**config.mk**
```make
export PLATFORM = sky130hd
export DESIGN_NAME = led_arb_ctrl
export DESIGN_NICKNAME = d
export VERILOG_FILES = /design/src/rtl/led_arb_pkg.sv /design/src/rtl/led_arb_ctrl_blink.sv /design/src/rtl/led_arb_ctrl.sv
export SDC_FILE = /design/constraint.sdc
export NUM_CORES = 1
export LEC_CHECK = 0
export CORE_MARGIN = 5
export CORE_UTILIZATION = 39
export CTS_CLUSTER_SIZE = 28
export DETAILED_ROUTE_END_ITERATION = 10
export GPL_TIMING_DRIVEN = 0
export SYNTH_ARGS = -nofsm -noshare
export SYNTH_HDL_FRONTEND = slang
export SYNTH_SLANG_ARGS = --single-unit
export TNS_END_PERCENT = 5
```
**constraint.sdc**
```tcl
create_clock -name clk -period 4.15 [get_ports clk]
set_clock_uncertainty 0.1 [all_clocks]
set_input_delay 0.415 -clock clk [delete_from_list [all_inputs] [get_ports clk]]
set_output_delay 0.415 -clock clk [all_outputs]
set_load 0.01 [all_outputs]
```
**src/rtl/led_arb_pkg.sv**
```systemverilog
// Shared types, widths and blink-mode helper for the debug LED bank arbiter.
// Optional feature macro used by led_arb_ctrl: LED_ARB_STICKY_ERR_EN.
package led_arb_pkg;

    localparam int unsigned LED_W   = 16;
    localparam int unsigned MODE_W  = 2;
    localparam int unsigned OWNER_W = 3;

    typedef enum logic [MODE_W-1:0] {
        SOLID = 2'd0,
        FAST  = 2'd1,
        SLOW  = 2'd2,
        ALT   = 2'd3
    } mode_e;

    typedef enum logic {
        IDLE = 1'b0,
        SHOW = 1'b1
    } state_e;

    // Pattern plus display mode as offered by one requester.
    typedef struct packed {
        logic [LED_W-1:0] pattern;
        mode_e            mode;
    } disp_t;

    function automatic logic [LED_W-1:0] apply_mode(
        input logic [LED_W-1:0] pattern,
        input mode_e            mode,
        input logic             fast_ph,
        input logic             slow_ph
    );
        logic [LED_W-1:0] res;
        res = pattern;
        case (mode)
            SOLID: res = pattern;
            FAST:  res = pattern & {LED_W{fast_ph}};
            SLOW:  res = pattern & {LED_W{slow_ph}};
            ALT:   res = fast_ph ? pattern : ~pattern;
            default: res = pattern;
        endcase
        return res;
    endfunction

endpackage

```
**src/rtl/led_arb_ctrl_blink.sv**
```systemverilog
// Shared blink prescaler: fast tick divider, slow phase counter and both phases.
// A restart pulse realigns all phases so a fresh grant always starts lit.
module led_blink_tick #(
    parameter int unsigned TICK_DIV  = 12500000,
    parameter int unsigned SLOW_MULT = 4
) (
    input  logic clk,
    input  logic rst,
    input  logic restart,
    output logic tick_c,
    output logic fast_ph,
    output logic slow_ph
);

    localparam int unsigned CNT_W  = (TICK_DIV > 1) ? $clog2(TICK_DIV) : 1;
    localparam int unsigned SLOW_W = (SLOW_MULT > 1) ? $clog2(SLOW_MULT) : 1;

    logic [CNT_W-1:0]  cnt;
    logic [SLOW_W-1:0] slow_cnt;

    assign tick_c = (cnt == CNT_W'(TICK_DIV - 1));

    always_ff @(posedge clk) begin
        if (rst || restart) begin
            cnt      <= '0;
            slow_cnt <= '0;
            fast_ph  <= 1'b1;
            slow_ph  <= 1'b1;
        end else if (tick_c) begin
            cnt     <= '0;
            fast_ph <= ~fast_ph;
            if (slow_cnt == SLOW_W'(SLOW_MULT - 1)) begin
                slow_cnt <= '0;
                slow_ph  <= ~slow_ph;
            end else begin
                slow_cnt <= slow_cnt + SLOW_W'(1);
            end
        end else begin
            cnt <= cnt + CNT_W'(1);
        end
    end

endmodule

```
**src/rtl/led_arb_ctrl.sv**
```systemverilog
// Fixed-priority arbiter/sequencer sharing the 16-bit debug LED bank with hold time.
// Define LED_ARB_STICKY_ERR_EN to make requester 0 sticky until sticky_clr.
module led_arb_ctrl
    import led_arb_pkg::*;
#(
    parameter int unsigned N_REQ      = 4,
    parameter int unsigned TICK_DIV   = 12500000,
    parameter int unsigned SLOW_MULT  = 4,
    parameter int unsigned HOLD_TICKS = 8
) (
    input  logic                     clk,
    input  logic                     rst,
`ifdef LED_ARB_STICKY_ERR_EN
    input  logic                     sticky_clr,
`endif
    input  logic [LED_W-1:0]         idle_led,
    input  logic [N_REQ-1:0]         req,
    input  logic [LED_W*N_REQ-1:0]   req_pattern,
    input  logic [MODE_W*N_REQ-1:0]  req_mode,
    output logic [LED_W-1:0]         led,
    output logic [OWNER_W-1:0]       owner,
    output logic                     owner_vld,
    output logic                     grant_chg
);

    localparam int unsigned HOLD_W = $clog2(HOLD_TICKS + 1);

    state_e             state;
    logic [HOLD_W-1:0]  hold_cnt;
    disp_t              samp_disp;

    logic               tick_c;
    logic               fast_ph;
    logic               slow_ph;

    logic [N_REQ-1:0]   req_eff;
    disp_t              disp_in [N_REQ];
    logic               any_req;
    logic [OWNER_W-1:0] win;
    disp_t              win_disp;
    logic               owner_req;
    disp_t              owner_disp;
    disp_t              cur_disp;
    logic               hold_done;
    logic               rearb;
    logic               grant;

`ifdef LED_ARB_STICKY_ERR_EN
    logic  sticky;
    disp_t sticky_disp;

    // Set wins over clear; requester 0's display is frozen at the last capture.
    always_ff @(posedge clk) begin
        if (rst) begin
            sticky      <= 1'b0;
            sticky_disp <= '0;
        end else if (req[0]) begin
            sticky      <= 1'b1;
            sticky_disp <= disp_in_raw0();
        end else if (sticky_clr) begin
            sticky <= 1'b0;
        end
    end

    function automatic disp_t disp_in_raw0();
        disp_t d;
        d.pattern = req_pattern[LED_W-1:0];
        d.mode    = mode_e'(req_mode[MODE_W-1:0]);
        return d;
    endfunction
`endif

    // Effective requests and displays, with the sticky overlay on requester 0.
    always_comb begin
        req_eff = req;
        for (int i = 0; i < N_REQ; i++) begin
            disp_in[i].pattern = req_pattern[LED_W*i +: LED_W];
            disp_in[i].mode    = mode_e'(req_mode[MODE_W*i +: MODE_W]);
        end
`ifdef LED_ARB_STICKY_ERR_EN
        req_eff[0] = req[0] | sticky;
        if (!req[0] && sticky) begin
            disp_in[0] = sticky_disp;
        end
`endif
    end

    // Lowest index wins; also look up the owner's live request and display.
    always_comb begin
        any_req    = |req_eff;
        win        = '0;
        win_disp   = disp_in[0];
        owner_req  = 1'b0;
        owner_disp = disp_in[0];
        for (int i = N_REQ - 1; i >= 0; i--) begin
            if (req_eff[i]) begin
                win      = OWNER_W'(i);
                win_disp = disp_in[i];
            end
        end
        for (int i = 0; i < N_REQ; i++) begin
            if (owner == OWNER_W'(i)) begin
                owner_req  = req_eff[i];
                owner_disp = disp_in[i];
            end
        end
    end

    assign cur_disp  = owner_req ? owner_disp : samp_disp;
    assign hold_done = (hold_cnt == HOLD_W'(HOLD_TICKS));
    assign rearb     = (state == SHOW) && hold_done && (!owner_req || (win < owner));
    assign grant     = any_req && (((state == IDLE)) || (rearb && (win != owner)));

    led_blink_tick #(
        .TICK_DIV  (TICK_DIV),
        .SLOW_MULT (SLOW_MULT)
    ) u_blink (
        .clk     (clk),
        .rst     (rst),
        .restart (grant),
        .tick_c  (tick_c),
        .fast_ph (fast_ph),
        .slow_ph (slow_ph)
    );

    // Ownership FSM; a grant restarts phases so the new pattern shows lit at once.
    always_ff @(posedge clk) begin
        if (rst) begin
            state     <= IDLE;
            led       <= '0;
            owner     <= '0;
            owner_vld <= 1'b0;
            grant_chg <= 1'b0;
            hold_cnt  <= '0;
            samp_disp <= '0;
        end else begin
            grant_chg <= 1'b0;
            if (grant) begin
                state     <= SHOW;
                owner     <= win;
                owner_vld <= 1'b1;
                grant_chg <= 1'b1;
                hold_cnt  <= '0;
                samp_disp <= win_disp;
                led       <= apply_mode(win_disp.pattern, win_disp.mode, 1'b1, 1'b1);
            end else begin
                case (state)
                    IDLE: begin
                        led <= idle_led;
                    end
                    SHOW: begin
                        if (rearb && !any_req) begin
                            state     <= IDLE;
                            owner_vld <= 1'b0;
                            grant_chg <= 1'b1;
                            led       <= idle_led;
                        end else begin
                            led       <= apply_mode(cur_disp.pattern, cur_disp.mode,
                                                    fast_ph, slow_ph);
                            samp_disp <= cur_disp;
                            if (tick_c && !hold_done) begin
                                hold_cnt <= hold_cnt + HOLD_W'(1);
                            end
                        end
                    end
                endcase
            end
        end
    end

endmodule

```
==> impl_results.md, run 1 <==
- Gate power share: 0.306
- Arrival time worst endpoint: 3.94 ns
- Syn avg cell area: 8.32 sq um
- Initial core utilization: 0.398
- EDFF count, synth: 0
- Vias in the first global route: 5402
- Seq pwr share: 0.363
- Power per cell area: 311 nW/um^2
- Synthesized Nets: 706
- Final period utilization: 0.925
- Synth top area cells: dfxtp_1 28%, mux2i_1 7.2%, mux2_2 5.2%
- Post-synthesis compound-gate area fraction: 0.216
- Slew HR: 0.376
- Clock share of power: 0.331
- First-pass GRT wire length: 26.5 mm
- Final Max Tran Viols: 0
- Synth top area share: 0.283
- Max_cap viols: 0
- Via-to-Cell Ratio: 5.75
- R2r startpoint: owner[0]
- Setup TNS: 0 ns
- Slew @ Worst Pin: 0.936 ns
- GRT Residual Overflow: 0
- Worst Setup End Kind: register
- FP Rows: 41
- H-tree levels: 3
- Min cycle time layout: 3.84 ns
- Worst path required time: 4.25 ns
- Final Util: 0.524
- Drt drc: 0
- Post-route ant nets: 0
- Critical path peak fanout: 10
- Finished Layout Cells: 900
- 1st-pass router iterations: 5
- Netlist cell types: 53
- Static Leak: 0.00236 uW
- Longest Clk Path Bufs: 2
- Die area: 15200 sq um
- Diode count: 0
- Post-synthesis sequential area ratio: 0.283
- Total CTS buffers: 9
- Largest family of logic cells by synthesized area: compound AO/OA/AOI/OAI gates
- Clock-pin slew on the worst setup and hold paths: 0.06 ns
- Root Driver: clkbuf_16
- #FFs+latches synth: 71
- WL final: 16.5 mm
- DR vias: 5176
- Post-synthesis cell count: 603
- Die Width: 123 um
- Synth area leader: dfxtp_1
- Core box area: 12600 sq um
- Post-synthesis adder-cell area fraction: 0.0224
- Placed instance count: 887
- Final setup vio count: 0
- Drt first-iter violations: 336
- Peak supply drop: 307 uV
- Num ports: 115
- Die span in y: 123 um
- Mux share of post-synthesis cell area: 0.168
- DR WL/cell: 18.4 um
- Origin of the worst setup path: req[3]
- Fmax: 0.261 GHz
- Status: finished clean
- Worst Hold Class: register to register
- Largest net degree at the start of global routing: 11
- Type of origin of the critical path: input pin
- GP Congestion: 0.885
- Total GRT Usage: 0.220
- RSZ-0062 raised after global routing: false
- Worst setup path category: input pin to register
- DPL Wire Length: 13.0 mm
- Layout Nets: 829
- Sw Share: 0.300
- Cell Int Power: 1440 uW
- Ratio of cells with drive above 1 in the final layout: 0.117
- Top FF cell, synth: dfxtp_1
- Post-synthesis xor/xnor area fraction: 0.0419
- Cell area after synthesis: 5020 sq um
- Ys async rst share: 0
- HP Start: u_blink.slow_cnt[0]
- CTS tree: built
- Area delta synth->final: 31.8%
- Clock Latency Late Sink: 0.34 ns
- Final-layout fill cell count: 1242
- Port Buffers: 112
- Endpoints failing hold: 0
- Synth warn: 0
- Initial antenna violation count: 0
- Post-synthesis simple-gate area fraction: 0.207
- Psw: 618 uW
- Worst hold margin: 0.372 ns
- Clk sinks: 71
-- state kept, by name, summed over array words and instances, names as in the netlist, 2 cells and up --
| register | flops |
|---|---|
| hold_cnt | 4 |
| led | 16 |
| owner | 2 |
| samp_disp | 18 |
| u_blink.cnt | 24 |
| u_blink.slow_cnt | 2 |
-- power groups by stage --
stage	Clock, uW	Sequential (uW)	Combinational, uW
2_1_floorplan	0	766	367
3_3_place_gp	0	760	615
3_5_place_dp	0	760	623
4_1_cts	695	746	626
5_1_grt	723	750	683
6_report	683	748	630
-- cell usage after synthesis, types with 4 or more instances --
| library cell | instances |
|---|---|
| a311oi_1 | 7 |
| inv_1 | 14 |
| and3_1 | 4 |
| nand4b_1 | 8 |
| nor4_1 | 7 |
| mux4_2 | 10 |
| o211ai_1 | 17 |
| nand2b_1 | 17 |
| a221oi_1 | 4 |
| a21oi_1 | 50 |
| a32oi_1 | 7 |
| nor3_1 | 9 |
| buf_4 | 4 |
| a22oi_1 | 17 |
| o21ai_0 | 16 |
| nand3_1 | 19 |
| or3_1 | 4 |
| nor2_1 | 64 |
| xnor2_1 | 13 |
| dfxtp_1 | 71 |
| clkbuf_1 | 23 |
| mux2i_1 | 36 |
| nand2_1 | 38 |
| nand4_1 | 8 |
| o22ai_2 | 10 |
| nor2b_1 | 12 |
| and4_1 | 5 |
| xor2_1 | 11 |
| ha_1 | 9 |
| o22ai_1 | 14 |
| mux2_2 | 23 |
| buf_2 | 21 |
-- per-stage QoR --
stage	power (uW)	setup slack (ns)	area (sq um)
6_report	2060	0.312	6620
5_1_grt	2160	0.0602	6620
3_5_place_dp	1380	-0.0181	6360
4_1_cts	2070	0.324	6610
3_3_place_gp	1380	0.0702	6360
2_1_floorplan	1130	1.28	5020
-- logic make-up (layout without fill, tap and decap cells) --
| family | after synthesis | after routing |
|---|---|---|
| AOI/OAI and AO/OA | 158 | 158 |
| xor gates and xnor gates | 24 | 24 |
| adders and majority gates | 9 | 9 |
| buffers and inverters | 66 | 191 |
| DFF | 71 | 71 |
| muxes | 69 | 69 |
| other | 1 | 1 |
| and+or+nand+nor | 205 | 205 |
-- final cells by class --
type                       instances  area (sq um)  area share
sequential                        71          1420       0.215
buffer                            51           248      0.0375
inverter                          15          56.3     0.00851
clock inverter                     1          7.51     0.00113
tap                              172           215      0.0325
multi-input combinational        466          3300       0.499
timing repair buffer             112          1120       0.169
clock buffer                      12           246      0.0373
-- worst paths after layout --
kind,end,depth (start not counted),slack [ns]
worst max-delay path,samp_disp[12],14,0.31
worst min-delay path,u_blink.slow_cnt[0],2,0.37
worst max register to register,led[10],12,0.72
worst min register to register,u_blink.slow_cnt[0],2,0.37
-- timing repair --
action / CTS / global route
endpoints found under the setup margin: 0 / 1
hold buffers: 0 / 0
resized for setup: 0 / 1
setup buffers: 0 / 0
-- worst max-delay path, stage by stage --
cell and delay (ns):
clkdlybuf4s50_1 0.53, buf_2 0.29, buf_2 0.33, clkbuf_1 0.39
nor2_1 0.11, nor3_1 0.22, ha_1 0.28, and2_1 0.16
o21ai_0 0.28, nand3_1 0.13, buf_2 0.21, nand2b_1 0.20
buf_2 0.28, o22ai_1 0.11
-- placed cells by master, fill, tap and decap left out, types with 11 or more instances in the layout --
cell	instances
o22ai_1	14
nor2_1	64
nor2b_1	12
o21ai_0	16
nand2_1	38
nand2b_1	17
a21oi_1	50
o211ai_1	17
mux2i_1	36
xnor2_1	13
clkbuf_1	25
buf_2	21
dfxtp_1	71
nand3_1	19
a22oi_1	17
xor2_1	11
mux2_2	23
clkdlybuf4s50_1	112
inv_1	14
-- layer usage --
metal | wire length (um) | GRT usage
met5 | 0 | 0
met2 | 7920 | 0.372
met1 | 7330 | 0.279
met4 | 423 | 0.0761
met3 | 859 | 0.0448
(Power assumes the default switching activity.)
==> run 2: changes to the inputs <==
--- a/config.mk
+++ b/config.mk
@@ -10,7 +10,8 @@
 export CTS_CLUSTER_SIZE = 28
 export DETAILED_ROUTE_END_ITERATION = 10
 export GPL_TIMING_DRIVEN = 0
+export RECOVER_POWER = 25
 export SYNTH_ARGS = -nofsm -noshare
 export SYNTH_HDL_FRONTEND = slang
 export SYNTH_SLANG_ARGS = --single-unit
-export TNS_END_PERCENT = 5
+export TNS_END_PERCENT = 30
==> run 2 against run 1 <==
Compared with the run above:
- clock power is essentially flat
- final area is essentially flat
- first-iteration DRC count is 2.1% lower
- die area stayed put
- maximum frequency hardly changed
- critical path depth stayed put
- hold slack got worse by 0.00070 ns
- global-route usage did not move
- critical endpoint is now samp_disp[16]
==> impl_results.md, run 2 (synthesis results as in run 1) <==
- DPL Wire Length: 13.0 mm (unchanged)
- Final setup vio count: 0 (unchanged)
- Slew HR: 0.403 (+0.0272)
- Setup ws final: 0.314 ns (+0.00237 ns)
- Die Width: 123 um (unchanged)
- Met3 Routed Length: 851 um (-0.93%)
- Finished Layout Cells: 900 (unchanged)
- Num ports: 115 (unchanged)
- Post-cts hold buffer count: 0 (unchanged)
- Core box area: 12600 sq um (unchanged)
- Layout Nets: 829 (unchanged)
- DR vias: 5173 (-0.058%)
- Max_cap viols: 0 (unchanged)
- Peak supply drop: 305 uV (-0.69%)
- Drt first-iter violations: 329 (-2.1%)
- Largest Register: u_blink.cnt
- Largest register FFs: 24 (unchanged)
- Worst Setup End Kind: register
- Initial core utilization: 0.398 (unchanged)
- Type of origin of the critical path: input pin
- Total CTS buffers: 9 (unchanged)
- Worst hold margin: 0.371 ns (-0.000697 ns)
- Largest net degree at the start of global routing: 11 (unchanged)
- Post-Place Worst Slack: -0.0181 ns (unchanged)
- Area delta synth->final: 31.7% (about the same)
- DR WL/cell: 18.4 um (about the same)
- Clk sinks: 71 (unchanged)
- Critical path buffer and inverter count: 6 (unchanged)
- Most frequent cells in the layout: 92 x clkdlybuf4s50_1, 71 x dfxtp_1, 64 x nor2_1
- H-tree levels: 3 (unchanged)
- GP Congestion: 0.885 (unchanged)
- Highest metal used: met4
- GRT Residual Overflow: 0 (unchanged)
- RSZ-0062 raised after global routing: false
- Root Driver: clkbuf_16
- Most common cell after layout, fill and taps aside: clkdlybuf4s50_1
- Final Max Tran Viols: 0 (unchanged)
- Diode count: 0 (unchanged)
- First-pass GRT wire length: 26.5 mm (unchanged)
- Placed instance count: 887 (unchanged)
- Vias in the first global route: 5402 (unchanged)
- Worst path most repeated cell: buf_2
- Clock-pin slew on the worst setup and hold paths: 0.06 ns (about the same)
- Slowest stage delay, CP: 0.53 ns (about the same)
- Final period utilization: 0.924 (about the same)
- Via-to-Cell Ratio: 5.75 (about the same)
- Worst path required time: 4.25 ns (about the same)
- Met1 WL: 7.30 mm (-0.31%)
- Arrival time worst endpoint: 3.94 ns (about the same)
- Clock Latency Late Sink: 0.33 ns (about the same)
- Regs by FF count: u_blink.cnt: 24 flops, samp_disp: 18 flops, led: 16 flops
- Static Leak: 0.00241 uW (+2.2%)
- Power per cell area: 310 nW/um^2 (-0.33%)
- Status: finished clean
- Met2 WL: 7.91 mm (-0.11%)
- Post CTS Setup Buffer Count: 0 (unchanged)
- Worst Hold Class: register to register
- CTS tree: built
- 1st-pass router iterations: 5 (unchanged)
- FP Rows: 41 (unchanged)
- Min cycle time layout: 3.84 ns (-0.00237 ns)
- Drt drc: 0 (unchanged)
- Endpoints failing hold: 0 (unchanged)
- Total GRT Usage: 0.220 (unchanged)
- WL final: 16.5 mm (about the same)
- Delay-heaviest family, CP: buffers and inverters
- Die area: 15200 sq um (unchanged)
- Slowest CP cell: clkdlybuf4s50_1
- Initial antenna violation count: 0 (unchanged)
- Longest Clk Path Bufs: 2 (unchanged)
- Worst setup path category: input pin to register
- Post-route ant nets: 0 (unchanged)
- Cells along the critical path: clkdlybuf4s50_1, buf_2, buf_2, clkbuf_1, nor2_1, nor3_1, ha_1, and2_1, o21ai_0, nand3_1, buf_2, nand2b_1, buf_2, o22ai_1
- Fmax: 0.261 GHz (about the same)
- Critical path peak fanout: 10 (unchanged)
- Slew @ Worst Pin: 0.895 ns (-0.0409 ns)
- Ratio of cells with drive above 1 in the final layout: 0.115 (-0.00137)
- Die span in y: 123 um (unchanged)
- Port Buffers: 112 (unchanged)
-- run 2: layer usage --
| layer | up-vias | global-route usage |
|---|---|---|
| met1 | 2495 | 0.279 |
| li1 | 2470 | - |
| met4 | 0 | 0.0761 |
| met3 | 32 | 0.0448 |
| met5 | - | 0 |
| met2 | 176 | 0.372 |
-- run 2: worst register-to-register path, cell delays in order (launching register included) --
cell      delay, ns
dfxtp_1        0.37
buf_2          0.22
buf_2          0.34
nand3b_1       0.35
o211ai_1       0.15
a21oi_1        0.37
ha_1           0.32
nor2_1         0.10
o21ai_0        0.07
nand2_1        0.20
clkbuf_1       0.41
mux2i_1        0.17
o22ai_2        0.17
-- run 2: path summary, 6_finish.rpt --
path                                     startpoint             endpoint  slack (ns)  cells after the start
worst min-delay path            u_blink.slow_cnt[0]  u_blink.slow_cnt[0]        0.37                      2
worst max register to register             owner[0]              led[10]        0.72                     12
worst min register to register  u_blink.slow_cnt[0]  u_blink.slow_cnt[0]        0.37                      2
worst max-delay path                         req[3]        samp_disp[16]        0.31                     14
-- run 2: metrics by stage --
stage / util / area, sq um / power [uW] / setup TNS (ns)
after CTS: 0.524 / 6610 / 2070 / 0
after floorplan: - / 5020 / 1130 / 0
after detailed placement: 0.504 / 6360 / 1380 / -0.0181
after global placement: 0.504 / 6360 / 1380 / 0
after global routing: 0.524 / 6610 / 2150 / 0
final: 0.524 / 6610 / 2050 / 0
-- run 2: what timing repair did --
action,in CTS,in global routing
endpoints found under the setup margin,0,1
resized for setup,0,1
hold endpoints to repair,0,0
-- run 2: report_power, final --
part / switching (uW) / total [uW] / internal, uW / leakage (uW)
registers: 19.9 / 746 / 726 / 0.000581
logic: 324 / 622 / 298 / 0.00171
clock network: 273 / 684 / 411 / 0.000121
total: 617 / 2050 / 1430 / 0.00241
-- run 2: cell type report --
type	instances	area (sq um)
sequential	71	1420
clock buffer	12	246
timing repair buffer	112	1120
tap	172	215
multi-input combinational	466	3300
inverter	15	56.3
clock inverter	1	7.51
fill	1244	6010
buffer	51	248
